File: config.mk
export PLATFORM = sky130hd
export DESIGN_NAME = core_scheduler
export DESIGN_NICKNAME = d
export VERILOG_FILES = /design/src/rtl/core_scheduler.sv
export SDC_FILE = /design/constraint.sdc
export NUM_CORES = 1
export LEC_CHECK = 0
export BUFFER_PORTS_ARGS = -buffer_cell sky130_fd_sc_hd__buf_2
export CELL_PAD_IN_SITES_DETAIL_PLACEMENT = 1
export CELL_PAD_IN_SITES_GLOBAL_PLACEMENT = 1
export CORE_ASPECT_RATIO = 1.5
export CORE_MARGIN = 1.5
export CORE_UTILIZATION = 35
export CTS_BUF_LIST = sky130_fd_sc_hd__clkbuf_16
export DETAILED_ROUTE_END_ITERATION = 6
export GPL_TIMING_DRIVEN = 0
export PLACE_DENSITY = 0.78
export SYNTH_ARGS = -nofsm -noshare
export SYNTH_HDL_FRONTEND = slang
export SYNTH_SLANG_ARGS = --single-unit
File: constraint.sdc
create_clock -name clk -period 2.51 [get_ports clk]
set_input_delay 0.502 -clock clk [delete_from_list [all_inputs] [get_ports clk]]
set_output_delay 0.502 -clock clk [all_outputs]
set_load 0.01 [all_outputs]
File: src/rtl/core_scheduler.sv
// Per-core sequencer: IDLE->FETCH->DECODE->REQUEST->WAIT->EXECUTE->UPDATE, DONE on RET; 6-cycle minimum per instruction.
// Stalls in FETCH on instr_valid and in WAIT on enabled lsu_busy lanes; WAIT_TIMEOUT_EN adds a WAIT watchdog.
module core_scheduler #(
    parameter int THREADS  = 4,
    parameter int PC_W     = 8,
    parameter int MAX_WAIT = 255
) (
    input  logic                    clk,
    input  logic                    reset,
    input  logic                    start,
    input  logic [THREADS-1:0]      thread_enable,
    input  logic                    instr_valid,
    input  logic                    decoded_ret,
    input  logic                    decoded_mem_op,
    input  logic [THREADS-1:0]      lsu_busy,
    input  logic [THREADS*PC_W-1:0] next_pc,
    output logic [2:0]              core_state,
    output logic [PC_W-1:0]         current_pc,
    output logic                    fetch_req,
    output logic                    done,
    output logic [15:0]             instr_count,
    output logic                    timeout_err
);

    typedef enum logic [2:0] {
        S_IDLE    = 3'b000,
        S_FETCH   = 3'b001,
        S_DECODE  = 3'b010,
        S_REQUEST = 3'b011,
        S_WAIT    = 3'b100,
        S_EXECUTE = 3'b101,
        S_UPDATE  = 3'b110,
        S_DONE    = 3'b111
    } state_t;

    state_t             state, state_nxt;
    logic [THREADS-1:0] mask;
    logic [PC_W-1:0]    sel_pc;
    logic               wait_ok;
    logic               wait_trip;

    assign core_state = state;
    assign wait_ok    = !decoded_mem_op || ((lsu_busy & mask) == '0);

    // Descending scan so the lowest enabled lane wins; lane 0 when nothing is enabled.
    always_comb begin
        sel_pc = next_pc[PC_W-1:0];
        for (int i = THREADS - 1; i >= 0; i--) begin
            if (mask[i]) sel_pc = next_pc[i*PC_W +: PC_W];
        end
    end

`ifdef WAIT_TIMEOUT_EN
    localparam logic [15:0] WAIT_LAST = 16'(MAX_WAIT - 1);
    logic [15:0] wait_cnt;

    assign wait_trip = (wait_cnt == WAIT_LAST);

    always_ff @(posedge clk) begin
        if (reset) begin
            wait_cnt    <= '0;
            timeout_err <= 1'b0;
        end else begin
            if (state != S_WAIT) wait_cnt <= '0;
            else                 wait_cnt <= wait_cnt + 16'd1;
            if (state == S_WAIT && !wait_ok && wait_trip) timeout_err <= 1'b1;
        end
    end
`else
    logic unused_max_wait;
    assign unused_max_wait = (MAX_WAIT == 0);
    assign wait_trip       = 1'b0;
    assign timeout_err     = 1'b0;
`endif

    always_comb begin
        state_nxt = state;
        case (state)
            S_IDLE:    if (start) state_nxt = S_FETCH;
            S_FETCH:   if (instr_valid) state_nxt = S_DECODE;
            S_DECODE:  state_nxt = S_REQUEST;
            S_REQUEST: state_nxt = S_WAIT;
            S_WAIT: begin
                // Lanes draining in the same cycle beat the watchdog.
                if (wait_ok)        state_nxt = S_EXECUTE;
                else if (wait_trip) state_nxt = S_DONE;
            end
            S_EXECUTE: state_nxt = S_UPDATE;
            S_UPDATE:  state_nxt = decoded_ret ? S_DONE : S_FETCH;
            S_DONE:    state_nxt = S_DONE;
            default:   state_nxt = S_IDLE;
        endcase
    end

    always_ff @(posedge clk) begin
        if (reset) begin
            state       <= S_IDLE;
            mask        <= '0;
            current_pc  <= '0;
            instr_count <= '0;
            fetch_req   <= 1'b0;
            done        <= 1'b0;
        end else begin
            state     <= state_nxt;
            fetch_req <= (state_nxt == S_FETCH);
            done      <= (state_nxt == S_DONE);
            if (state == S_IDLE && start) begin
                mask        <= thread_enable;
                current_pc  <= '0;
                instr_count <= '0;
            end
            if (state == S_UPDATE) begin
                if (instr_count != 16'hFFFF) instr_count <= instr_count + 16'd1;
                if (!decoded_ret) current_pc <= sel_pc;
            end
        end
    end

endmodule

## Yosys cells after proc, flatten, opt, wreduce, memory -nomap -nowiden

Index checks and enable logic that the tools add are counted.

| storage, ports and cells | value |
|---|---|
| register bits after elaboration | 33 |
| bits of input ports | 46 |
| output and inout bits | 30 |
| word-level logic and storage cells | 38 |

| operators by class | value |
|---|---|
| add/sub/neg operators | 1 |
| equality and inequality tests | 10 |
| muxes and demuxes | 15 |
| bitwise operators | 1 |
| reductions and logical operators | 5 |

Operators with widths:

| kind | count |
|---|---|
| $mux 8 | 7 |
| $mux 16 | 3 |
| $pmux 3 s8 | 1 |
| $add 16x1->16 const B | 1 |
| $ne 16x16->1 const B | 1 |
| $eq 3x3->1 const B | 5 |
| $mux 3 | 4 |
| $eq 3x1->1 const B | 2 |
| $eq 3x2->1 const B | 2 |
| $and 4x4->4 | 1 |
| $logic_not 4->1 | 1 |
| $logic_not 3->1 | 1 |
| $logic_and 1x1->1 | 1 |
| $logic_not 1->1 | 1 |
| $logic_or 1x1->1 | 1 |

## Longest topological paths before layout

Gate-level depths: netlist of the first run.

| logic depth | value |
|---|---|
| depth after elaboration | 6 |
| mapped depth | 7 |
| mapped depth without buffers | 5 |

## Worst setup path after synthesis of the first run

OpenSTA, ideal clock, no wires.

| path | value |
|---|---|
| path type | register to register |
| start | register instr_count[0] |
| end | register instr_count[5] |
| setup time | 0.060 ns |
| arrival | 1.993 ns |
| data required time | 2.450 ns |
| slack | 0.457 ns |
| stages on the path, launching flop included | 8 |
| path buffers | 2 |
| period minus slack after synthesis | 2.053 ns |
| path through | dfxtp_1 > ha_1 > nand4_1 > or4_4 > buf_6 > a211oi_4 > buf_6 > a221o_1 |

| on the way | value |
|---|---|
| word-level cells in the longest chain between the ends | 3 |
| elaborated cells on any way between the ends | 4 |
| classes of those cells | 1 x add/sub; 1 x eq/ne; 2 x mux |

Ends and longest elaborated chain:

| item | line | RTL |
|---|---|---|
| start: declaration | 21 | `output logic [15:0] instr_count,` |
| start signal: assignment | 113 | `if (instr_count != 16'hFFFF) instr_count <= instr_count + 16'd1;` |
| $add 16x1->16 / $ne 16x16->1 (equally long branches) | 113 |  |
| $mux 16 (*) | 113 |  |
| $mux 16 (*) | 112 | `if (state == S_UPDATE) begin` |

Mark *: on every way between the ends. The rest lies on a longest branch, timed or not.
A chain may end at the register's enable or synchronous reset.

## Worst setup path after layout of the first run

| path | value |
|---|---|
| start | register state[1], in the netlist core_state[1] |
| end | register current_pc[4] |

| on the way | value |
|---|---|
| word-level cells in the longest chain between the ends | 5 |
| elaborated cells on any way between the ends | 6 |
| classes of those cells | 1 x eq/ne; 3 x mux; 2 x reduce/logical |

Ends and longest elaborated chain:

| item | line | RTL |
|---|---|---|
| start: declaration | 36 | `state_t state, state_nxt;` |
| start signal: assignment | 104 | `state <= state_nxt;` |
| $logic_not 3->1 | 107 | `if (state == S_IDLE && start) begin` |
| $logic_and 1x1->1 | 107 |  |
| $mux 8 | 107 |  |
| $mux 8 | 114 | `if (!decoded_ret) current_pc <= sel_pc;` |
| $mux 8 (*) | 112 |  |
| end signal: assignment | 114 |  |
| end: declaration | 18 | `output logic [PC_W-1:0] current_pc,` |

Marked as above.

==> reports/summary.md, run 1 <==
Setup repair after global routing left no endpoint under its margin. The number of flops mapped to enable cells by yosys works out to 0. For this block, the via count after detailed routing is 2141. During synthesis, Yosys emitted a total of 0 warnings. Basic-gate share of the synthesized area counting and, or, nand and nor cells: 0.257. Setup total negative slack on the finished layout was measured at 0 ns.

The die covers 6030 um2. The final hold violation count was 0; the detailed-routing iteration count for the pre-antenna-repair pass was 4. The via count of the first global-routing pass was 2087; the count of boundary I/O pins was 76. Power per cell area: 528 nW/um2. Clock tree synthesis selected as its root buffer the cell sky130_fd_sc_hd__clkbuf_16. TritonCTS built the clock tree.

The count of unresolved DRC violations after routing was 0; the die span in y was 94.3 um. The run gives 0 as the number of antenna violations at the first check in global routing. The area growth from synthesis to layout is 30.5%. Counting every sink on the clock net gives 33. After floorplanning, the core was divided into 33 placement rows. The run gives 0 as the count of inserted antenna diode cells. At the worst endpoint, the required time is 2.73 ns. The part of the cycle the worst path needs works out to 0.908. The H-tree was split into 2 levels. Measured along the x axis, the die boundary spans 63.9 um. Largest net degree at the start of global routing: 11.

Sorting the synthesized cells by how often they occur yields sky130_fd_sc_hd__dfxtp_1 (33), sky130_fd_sc_hd__a21oi_1 (19), sky130_fd_sc_hd__nand2_1 (17). Share of final-layout standard cells stronger than drive strength 1: 0.318. The adder-cell share of the synthesized area came out at 0.00643.

Synthesis handed over a netlist of 227 instances. The post-CTS clock slew at the launch and capture registers of the worst setup and hold paths is 0.06 ns. Hold path startpoint: thread_enable[2]. The leading area contributor after synthesis was sky130_fd_sc_hd__dfxtp_1.

The maximum buffer depth of the clock tree is 2. Static timing analysis puts the maximum clock frequency at 439 MHz. Average instance area after synthesis: 8.58 um2. The HPWL reported at the end of detailed placement was 4560 um; the worst clock skew was 0.00624 ns.

Kind of end point of the critical path: a flop. At the end of routability-driven placement, the weighted congestion stood at 0.838. The first global-routing pass estimated 9850 um of wire.

The path with the worst hold slack has its endpoint at mask[2]. Across all hold checks on the routed design, the worst slack comes to 0.461 ns. The worst hold path was traced through 3 stages. The total track usage is 0.206, and the critical path data arrival time is 2.50 ns.

Clock latency on the worst-skew pair, taken at its later pin, is 0.28 ns. Dominant cell by count in the synthesized netlist: sky130_fd_sc_hd__dfxtp_1. For the post-synthesis sequential area ratio, the log shows 0.339. Dominant combinational cell family by area after synthesis: simple AND/OR/NAND/NOR gates. The tools report the area of all sequential standard cells as 661 um2. Placeable core region: 5410 um2. Yosys attributes the largest share of cell area to sky130_fd_sc_hd__dfxtp_1 (34%), sky130_fd_sc_hd__a21oi_1 (4.9%), sky130_fd_sc_hd__mux2_2 (4.6%), sky130_fd_sc_hd__a32o_1 (4.1%), sky130_fd_sc_hd__mux2i_1 (4.1%). The final layout contains 354 nets.

The xor/xnor cell area share of the yosys netlist was 0.00450; the number of buffers created by CTS was 5. Setup slack on the worst reg-to-reg path comes out at 0.23 ns. Predominant post-synthesis flop cell: sky130_fd_sc_hd__dfxtp_1.

The max-slew violation count is 0, and the multi-input combinational cell area is 1190 um2. The worst-case IR drop observed on VDD is 0.308 mV. The count of nets left with antenna violations once routing finished came out at 0.

The number of port buffers was 73; the mux cell area share after synthesis was 0.0874. The flop and latch count out of synthesis works out to 33. Wires add up to 6120 um. Dividing the detail-routed wire length by the instance count gives 16.2 um. The synthesized-area fraction occupied by ao, oa, aoi and oai cells was 0.254.

Total of endpoints with negative setup slack in the final report: 0. The top-area cell type share of the netlist area came out at 0.339. The tools report the startpoint of the worst register-to-register path as core_state[1]. The logs give 0 for the number of maximum-capacitance constraint violations and 1950 um2 for the cell area after technology mapping. For the pin with the worst max-slew slack, the measured transition is 1.05 ns.

Counting I/O delays and the setup requirement, the final critical path takes 2.28 ns. The number of fill cells is 684. STA classifies the critical path startpoint as a flop.

The async set or reset register ratio after synthesis came out at 0. Logic depth of the worst register-to-register path: 6. Classification of the worst setup path: reg2reg. Initial standard-cell utilization of the core: 0.360. The leakage component of the power is 0.00107 uW.

The total congestion overflow was 0. Of all nets on the critical path, the largest fanout is 9. Routed via count divided by cell count: 5.66.

The number of nets in the synthesized netlist is 274. The detailed router finished its first iteration with 29 violations. After synthesis, the netlist uses 50 different library cells.

The tools report the worst flop-to-flop path endpoint as current_pc[4]. The flow ran to the end, and the final reports show no timing, DRC or antenna violations. The path class of the tightest hold or removal check is in2reg.

For the max-slew headroom at the worst pin, the log shows 0.295.
==> worst max-delay path, cell delays in order, from the launching register on <==
cell and delay (ns):
sky130_fd_sc_hd__dfxtp_1 0.32, sky130_fd_sc_hd__clkbuf_1 0.28, sky130_fd_sc_hd__nor2_1 0.13, sky130_fd_sc_hd__and3_1 0.20, sky130_fd_sc_hd__clkbuf_1 0.18, sky130_fd_sc_hd__nor3_1 0.88, sky130_fd_sc_hd__a32o_1 0.23
==> power by group <==
part	leakage (uW)	internal [uW]	total (uW)	switching [uW]
logic	0.000730	90.0	203	113
registers	0.000267	536	543	6.85
clock network	0.0000748	360	596	236
total	0.00107	986	1340	356
==> placed cells by master (no fill, tap or decap), types with 5 or more instances in the layout <==
cell / n
sky130_fd_sc_hd__buf_2: 74
sky130_fd_sc_hd__dfxtp_1: 33
sky130_fd_sc_hd__a21oi_1: 19
sky130_fd_sc_hd__nand2_1: 17
sky130_fd_sc_hd__o21ai_0: 15
sky130_fd_sc_hd__clkbuf_1: 11
sky130_fd_sc_hd__nor2_1: 10
sky130_fd_sc_hd__nand3_1: 9
sky130_fd_sc_hd__nand2b_1: 9
sky130_fd_sc_hd__mux2_2: 8
sky130_fd_sc_hd__mux2i_1: 8
sky130_fd_sc_hd__a32o_1: 8
sky130_fd_sc_hd__nor4_1: 6
sky130_fd_sc_hd__and4_1: 6
sky130_fd_sc_hd__a221o_1: 6
sky130_fd_sc_hd__nor3_1: 6
sky130_fd_sc_hd__o211ai_1: 5
sky130_fd_sc_hd__clkbuf_16: 5
==> through the flow <==
step	util	power (uW)	cell area (um2)	cells	worst slack, ns
6_report	0.470	1340	2540	378	0.231
5_1_grt	0.470	1410	2540	378	0.0441
4_1_cts	0.469	1350	2540	378	0.150
3_5_place_dp	0.444	758	2400	370	0.183
3_3_place_gp	0.444	752	2400	370	0.194
2_1_floorplan	-	680	1950	227	0.457
==> how the worst max path moves through the flow <==
stage	startpoint	endpoint	slack [ns]	depth (start not counted)
2_1_floorplan	instr_count[0]	instr_count[5]	0.46	7
3_3_place_gp	instr_count[0]	instr_count[5]	0.19	6
3_5_place_dp	instr_count[1]	instr_count[5]	0.18	6
4_1_cts	instr_count[0]	instr_count[5]	0.15	6
5_1_grt	core_state[0]	current_pc[7]	0.04	6
6_report	core_state[1]	current_pc[4]	0.23	6
==> per-layer routing <==
layer  part of all wire  up-vias  wire [um]  global-route usage
met5                  0        -          0                   0
met4              0.014        0         86              0.0761
met3              0.051        9        315              0.0453
met2               0.53       70       3250               0.378
met1               0.40     1030       2470               0.230
li1                   -     1032          -                   -
==> cell families after synthesis <==
kind of cell	Yosys count
buffers and inverters	20
flip-flops	33
XOR/XNOR	1
AO/OA/AOI/OAI	69
adder cells (fa/ha/maj)	1
other	1
AND/OR/NAND/NOR	86
multiplexers	16
==> final cells by class <==
class,count,area share
buffer,17,0.0335
timing repair buffer,73,0.144
clock inverter,3,0.00542
inverter,3,0.00443
sequential,33,0.260
clock buffer,5,0.0493
tap,70,0.0345
multi-input combinational,174,0.469
==> flip-flops by register name (all words and copies together), names as in the netlist <==
name and cells:
current_pc 8, fetch_req 1, core_state 3, mask 4, done 1, instr_count 16
==> timing repair <==
action                     CTS  global route
resized for setup            0             2
setup buffers                0             0
hold buffers                 0             0
setup endpoints to repair    0             2
Note: power is estimated with default switching activity, not from simulation.
==> inputs of run 2 (changes only) <==
--- a/config.mk
+++ b/config.mk
@@ -7,14 +7,15 @@
 export LEC_CHECK = 0
 export BUFFER_PORTS_ARGS = -buffer_cell sky130_fd_sc_hd__buf_2
 export CELL_PAD_IN_SITES_DETAIL_PLACEMENT = 1
-export CELL_PAD_IN_SITES_GLOBAL_PLACEMENT = 1
+export CELL_PAD_IN_SITES_GLOBAL_PLACEMENT = 2
 export CORE_ASPECT_RATIO = 1.5
 export CORE_MARGIN = 1.5
-export CORE_UTILIZATION = 35
+export CORE_UTILIZATION = 27
 export CTS_BUF_LIST = sky130_fd_sc_hd__clkbuf_16
 export DETAILED_ROUTE_END_ITERATION = 6
 export GPL_TIMING_DRIVEN = 0
-export PLACE_DENSITY = 0.78
+export PLACE_DENSITY = 0.77
+export REMOVE_ABC_BUFFERS = 1
 export SYNTH_ARGS = -nofsm -noshare
 export SYNTH_HDL_FRONTEND = slang
 export SYNTH_SLANG_ARGS = --single-unit
==> run 2 against run 1 <==
Core utilization fell by 10 points. Largest power group is now registers. Final area fell by 0.99%. Critical path depth did not move. Sequential share of layout area rose by 0.26 points. Fmax rose by 1.3%. Flip-flop and latch count did not move. Via count fell by 4.3%.
==> reports/summary.md, run 2 (synthesis results as in run 1) <==
The die span in y was 107 um (+13%); the number of buffers created by CTS was 5 (unchanged). For the number of antenna violations at the first check in global routing, the log shows 0 (unchanged). TritonCTS built the clock tree.

The max-slew headroom at the worst pin was 0.345 (+0.0505). The routed via count divided by cell count was 5.49 (-3.1%). The critical path is of the reg2reg type. For the placeable core region, the log shows 6900 um2 (+28%).

The part of the cycle the worst path needs works out to 0.896 (-0.0120). The final hold violation count is 0 (unchanged), and the largest driver fanout on the critical path is 12 (+3). For the worst-case vdd ir drop, the log shows 0.249 mV (-19%). Ranked by flip-flop count, first place goes to instr_count. The final design instance area without fill came out at 2510 um2 (-0.99%).

The sum of met3 wire segment lengths after detailed routing is 302 um (-4.1%). The library cell used most frequently in the layout, excluding fill and tap cells, is sky130_fd_sc_hd__buf_2. The root buffer cell chosen for the clock tree is sky130_fd_sc_hd__clkbuf_16. For the maximum buffer depth of the clock tree, the log shows 2 (unchanged).

The number of violations reported at the end of detailed-routing iteration 0 is 72 (+150%), and the die width is 72.3 um (+13%). The largest net degree at the start of global routing was 19 (+8); the number of maximum-capacitance constraint violations was 0 (unchanged). In the layout the commonest cells are sky130_fd_sc_hd__buf_2 (74), sky130_fd_sc_hd__dfxtp_1 (33), sky130_fd_sc_hd__a21oi_1 (19).

The run gives 0.282 (-0.0777) as the initial standard-cell utilization of the core. The detailed-routed wire length on met2 was 2990 um (-8.0%). Worst clock skew: 0.00517 ns (-0.00107 ns).

Setup repair after global routing left no endpoint under its margin. The number of buffers inserted for hold repair after clock tree synthesis is 0 (unchanged), and the total wirelength of the detailed-routed design is 5990 um (-2.2%). From synthesis to final layout, the design area changed by 29.2%. The largest registers in the layout are instr_count: 16 flops, current_pc: 8 flops, mask: 4 flops. The required time of the critical path is 2.73 ns (about the same).

Walking the worst path, the cells encountered are ha_1 -> nand4_1 -> or4_4 -> a211oi_4 -> buf_12 -> a221o_1. The run gives 1989 (-4.7%) as the via count of the first global-routing pass. The hold path startpoint is current_pc[5]. For the total power, the log shows 1300 uW (-3.0%). The post-layout net count was 342 (-3.4%). The worst setup path is captured at a flop. The run finished with clean final reports. Weighted congestion at the end of routability-driven global placement: 0.759 (-9.4%). The placed cell count was 362 (-2.2%). For the total congestion overflow, the log shows 0 (unchanged).

The highest clock frequency the design can meet is 445 MHz (+1.3%), and the detailed-routing iteration count for the pre-antenna-repair pass is 4 (unchanged). The utilization after layout came out at 0.365 (-0.105). The leakage component of the power was 0.00107 uW (-0.16%). The worst hold path belongs to the class reg2reg.

The number of standard cells in the layout, taps in and fillers out came out at 373 (-1.3%). The share of final-layout standard cells stronger than drive strength 1 is 0.325 (+0.00724). The mean routed wirelength per cell was 16.1 um (-0.85%); the H-tree depth reported by CTS was 2 (unchanged). The routed length on met1 was 2640 um (+7.0%).

The total track usage was 0.154 (-0.0522). The start point of the critical path was instr_count[0]. The post-CTS clock slew at the launch and capture registers of the worst setup and hold paths works out to 0.05 ns (about the same).

The total of endpoints with negative setup slack in the final report is 0 (unchanged), and the power per cell area is 518 nW/um2 (-2.0%). Clock latency on the worst-skew pair: 0.27 ns (about the same). The tools report the number of rows in the core area as 37 (+12%).

For the count of boundary I/O pins, the log shows 76 (unchanged). Slew at the pin closest to its max-slew limit: 0.975 ns (-0.0751 ns). Among all stages on the critical path, the largest delay is contributed by sky130_fd_sc_hd__or4_4. The number of buffers and inverters on the critical path is 1 (-1), and the final period demand of the worst path is 2.25 ns (-0.0301 ns). The number of nets with antenna violations after routing was 0 (unchanged). The peak per-stage delay on the critical path is 0.66 ns (-0.22 ns), and the final-layout setup total negative slack is 0 ns (unchanged). The flip-flop count of the largest register, all copies and words added was 16 (unchanged).

The tools report the max-slew violation count as 0 (unchanged). In this run the critical register-to-register path is launched from instr_count[0]. Number of port buffers: 74 (+1.4%).

Highest layer used for signal routing: met4. For the count of inserted antenna diode cells, the log shows 0 (unchanged). The type of element launching the critical path is a flop.

The total vias in the final route came out at 2048 (-4.3%). The total placed instance area was 2330 um2 (-2.9%). Critical path data arrival time: 2.47 ns (-0.03 ns).

The global-route wire length before repair was 9590 um (-2.7%); the HPWL reported at the end of detailed placement was 4510 um (-1.0%). The tools report the count of unresolved DRC violations after routing as 0 (unchanged). Family with the most delay on the worst path: simple AND/OR/NAND/NOR gates. The die area was 7740 um2 (+28%); the count of clock tree sinks was 33 (unchanged).
==> run 2: cell types whose count changed in the layout (fill, tap and decap cells not counted) <==
cell / before / now
sky130_fd_sc_hd__buf_1: 1 / 0
sky130_fd_sc_hd__buf_12: 0 / 1
sky130_fd_sc_hd__buf_4: 1 / 3
sky130_fd_sc_hd__buf_6: 2 / 0
sky130_fd_sc_hd__clkbuf_1: 11 / 0
sky130_fd_sc_hd__clkbuf_2: 1 / 0
sky130_fd_sc_hd__clkinv_1: 0 / 1
sky130_fd_sc_hd__clkinv_2: 2 / 0
sky130_fd_sc_hd__nor4_2: 1 / 0
sky130_fd_sc_hd__nor4_4: 0 / 1
==> run 2: report_power, final <==
part | leakage (uW) | internal (uW) | switching, uW
clock network | 0.0000685 | 354 | 209
logic | 0.000734 | 87.0 | 82.3
registers | 0.000267 | 536 | 33.3
total | 0.00107 | 978 | 324
==> run 2: worst paths after layout <==
path	end	depth (start not counted)	slack, ns
worst max register to register	instr_count[8]	6	0.26
worst max-delay path	instr_count[8]	6	0.26
worst min-delay path	current_pc[5]	1	0.46
worst min register to register	current_pc[5]	1	0.46
==> run 2: metrics by stage <==
stage | hold WS, ns | setup slack (ns)
final | 0.460 | 0.261
after global routing | 0.473 | 0.153
after global placement | 0.445 | -0.409
after floorplan | 0.511 | 0.258
after CTS | 0.462 | 0.0984
after detailed placement | 0.450 | -0.459
==> run 2: what timing repair did <==
action	4_1_cts	5_1_grt
setup buffers	1	3
resized for setup	1	0
pin swaps	2	1
cloned	0	0
endpoints found under the setup margin	11	6
==> run 2: layout make-up <==
type                       count  area [um2]
fill                         855        4380
timing repair buffer          78         413
multi-input combinational    174        1200
sequential                    33         661
clock buffer                   5         125
inverter                       3        11.3
tap                           78        97.6
clock inverter                 2        7.51
==> run 2: per-layer routing <==
layer  up-vias  global-route usage
li1       1018                   -
met1       960               0.186
met2        66               0.277
met4         0              0.0445
met5         -                   0
met3         4              0.0235
==> inputs of run 3 (changes only) <==
--- a/config.mk
+++ b/config.mk
@@ -14,6 +14,7 @@
 export CTS_BUF_LIST = sky130_fd_sc_hd__clkbuf_16
 export DETAILED_ROUTE_END_ITERATION = 6
 export GPL_TIMING_DRIVEN = 0
+export MAX_ROUTING_LAYER = met4
 export PLACE_DENSITY = 0.77
 export REMOVE_ABC_BUFFERS = 1
 export SYNTH_ARGS = -nofsm -noshare
==> run 3 against run 2 <==
Setup slack improved by 0.0026 ns. Clock power hardly changed. Core utilization did not move. Worst hold slack is essentially flat. Sequential power about the same. Count of clock-buffer cells in the layout unchanged. Largest cell class unchanged. Register-to-register slack about the same. Global-route usage increased by 0.45 points. Critical endpoint unchanged. Non-clock buffer count did not move.
==> reports/summary.md, run 3 (synthesis results as in run 1) <==
The growth of design area from synthesis to finish is 29.2% (unchanged), and the number of port buffers is 74 (unchanged). The power per cell area came out at 517 nW/um2 (about the same). The final period demand of the worst path was 2.25 ns (-0.00256 ns); the routed via count divided by cell count was 5.51 (+0.34%).

The logs give 342 (unchanged) for the post-layout net count and 2055 (+0.34%) for the total vias in the final route. The post-CTS clock slew at the launch and capture registers of the worst setup and hold paths was 0.05 ns (about the same). The tools report the worst hold margin as 0.461 ns (+0.0000710 ns). Setup repair after global routing left no endpoint under its margin. The worst setup path is launched from a flop.

The run gives 0.27 ns (about the same) as the clock latency on the worst-skew pair. The required time of the critical path is 2.73 ns (about the same), and the count of unresolved DRC violations after routing is 0 (unchanged). The library cell used most frequently in the layout, excluding fill and tap cells, is sky130_fd_sc_hd__buf_2. The run gives 0.159 (+0.00452) as the total track usage. The die span in y is 107 um (unchanged). The max-slew violation count is 0 (unchanged).

The largest registers in the layout are instr_count: 16 flops, current_pc: 8 flops, mask: 4 flops. The tools report the number of maximum-capacitance constraint violations as 0 (unchanged). The run finished with clean final reports. The multi-input combinational cell area is 1200 um2 (unchanged). The max-slew headroom at the worst pin came out at 0.348 (+0.00234).

Slew at the pin closest to its max-slew limit: 0.971 ns (-0.00348 ns). The final hold violation count was 0 (unchanged). The largest driver fanout on the critical path was 12 (unchanged); the number of fill cells was 855 (unchanged).

The initial standard-cell utilization of the core was 0.282 (unchanged); the number of antenna violations at the first check in global routing was 0 (unchanged). The highest clock frequency the design can meet came out at 445 MHz (+0.11%). The final design instance area without fill was 2510 um2 (unchanged). The number of violations reported at the end of detailed-routing iteration 0 came out at 67 (-6.9%). The number of nets with antenna violations after routing was 0 (unchanged).

For the count of inserted antenna diode cells, the log shows 0 (unchanged). The kind of end point of the critical path was a flop. Number of rows in the core area: 37 (unchanged).

The die width is 72.3 um (unchanged), and the die area is 7740 um2 (unchanged). The leakage component of the power is 0.00107 uW (unchanged), and the largest net degree at the start of global routing is 19 (unchanged). The mean routed wirelength per cell was 16.1 um (+0.33%). H-tree depth reported by CTS: 2 (unchanged).

The total wirelength of the detailed-routed design was 6010 um (+0.33%). The top cell types in the final layout, fill and taps aside, are sky130_fd_sc_hd__buf_2 (74), sky130_fd_sc_hd__dfxtp_1 (33), sky130_fd_sc_hd__a21oi_1 (19). Worst clock skew: 0.00403 ns (-0.00115 ns). The total congestion overflow was 0 (unchanged). Largest register by flop count: instr_count. The tree is rooted in a sky130_fd_sc_hd__clkbuf_16. The logs give 5 (unchanged) for the number of buffers created by CTS and 661 um2 (unchanged) for the area of all sequential standard cells. Flip-flop count of the largest register, all copies and words added: 16 (unchanged). The count of clock tree sinks is 33 (unchanged).

The total placed instance area is 2330 um2 (unchanged), and the part of the cycle the worst path needs is 0.895 (-0.00102). In this run the worst hold path is classified as reg2reg. For the total of endpoints with negative setup slack in the final report, the log shows 0 (unchanged).

The run gives 2 (unchanged) as the maximum buffer depth of the clock tree. The logs give 2.46 ns (about the same) for the critical path data arrival time and 0.769 (+1.3%) for the weighted congestion at the end of routability-driven global placement. The count of boundary I/O pins is 76 (unchanged), and the detailed-routing iteration count for the pre-antenna-repair pass is 4 (unchanged).

The global-route wire length before repair was 9640 um (+0.50%); the placeable core region was 6900 um2 (unchanged). For the HPWL reported at the end of detailed placement, the log shows 4510 um (unchanged). The setup path with the least slack is of type reg2reg.

The share of final-layout standard cells stronger than drive strength 1 came out at 0.325 (unchanged). The worst-case vdd ir drop is 0.248 mV (-0.39%), and the via count of the first global-routing pass is 1981 (-0.40%). TritonCTS built the clock tree.
-- run 3: final timing paths --
| kind | start | to | slack [ns] | cells after the start |
|---|---|---|---|---|
| worst max-delay path | instr_count[0] | instr_count[8] | 0.26 | 6 |
| worst min-delay path | current_pc[5] | current_pc[5] | 0.46 | 1 |
| worst max register to register | instr_count[0] | instr_count[8] | 0.26 | 6 |
| worst min register to register | current_pc[5] | current_pc[5] | 0.46 | 1 |
-- run 3: per-layer routing --
metal	share of wire	global-route usage	wire [um]
met5	0	-	0
met4	0.0085	0.0445	51
met3	0.045	0.0216	273
met2	0.49	0.276	2970
met1	0.45	0.190	2710
-- run 3: power by group --
part | leakage (uW) | switching (uW) | internal, uW
Sequential | 0.000267 | 33.3 | 536
Combinational | 0.000734 | 82.6 | 87.0
Clock | 0.0000685 | 208 | 354
Total | 0.00107 | 324 | 978
-- run 3: area by class of cell --
cell class,instances,share of cell area
clock buffer,5,0.0498
clock inverter,2,0.00299
inverter,3,0.00448
multi-input combinational,174,0.477
sequential,33,0.263
tap,78,0.0388
timing repair buffer,78,0.164
-- run 3: repair_timing --
item                       CTS  global route
setup buffers                1             3
setup endpoints to repair   11             6
resized for setup            1             0
pin swaps                    2             1
hold buffers                 0             0
-- run 3: critical path, stage by stage, from the launching register on --
cell	delay [ns]
sky130_fd_sc_hd__dfxtp_1	0.43
sky130_fd_sc_hd__ha_1	0.27
sky130_fd_sc_hd__nand4_1	0.19
sky130_fd_sc_hd__or4_4	0.66
sky130_fd_sc_hd__a211oi_4	0.30
sky130_fd_sc_hd__buf_12	0.18
sky130_fd_sc_hd__a221o_1	0.15
-- run 3: metrics by stage --
| step | cells | TNS, ns | power (uW) | util | setup slack (ns) |
|---|---|---|---|---|---|
| floorplan | 210 | 0 | 665 | - | 0.258 |
| global placement | 362 | -2.68 | 742 | 0.338 | -0.409 |
| detailed placement | 362 | -3.21 | 746 | 0.338 | -0.459 |
| CTS | 370 | 0 | 1330 | 0.361 | 0.0984 |
| global route | 373 | 0 | 1370 | 0.365 | 0.153 |
| finish | 373 | 0 | 1300 | 0.365 | 0.263 |
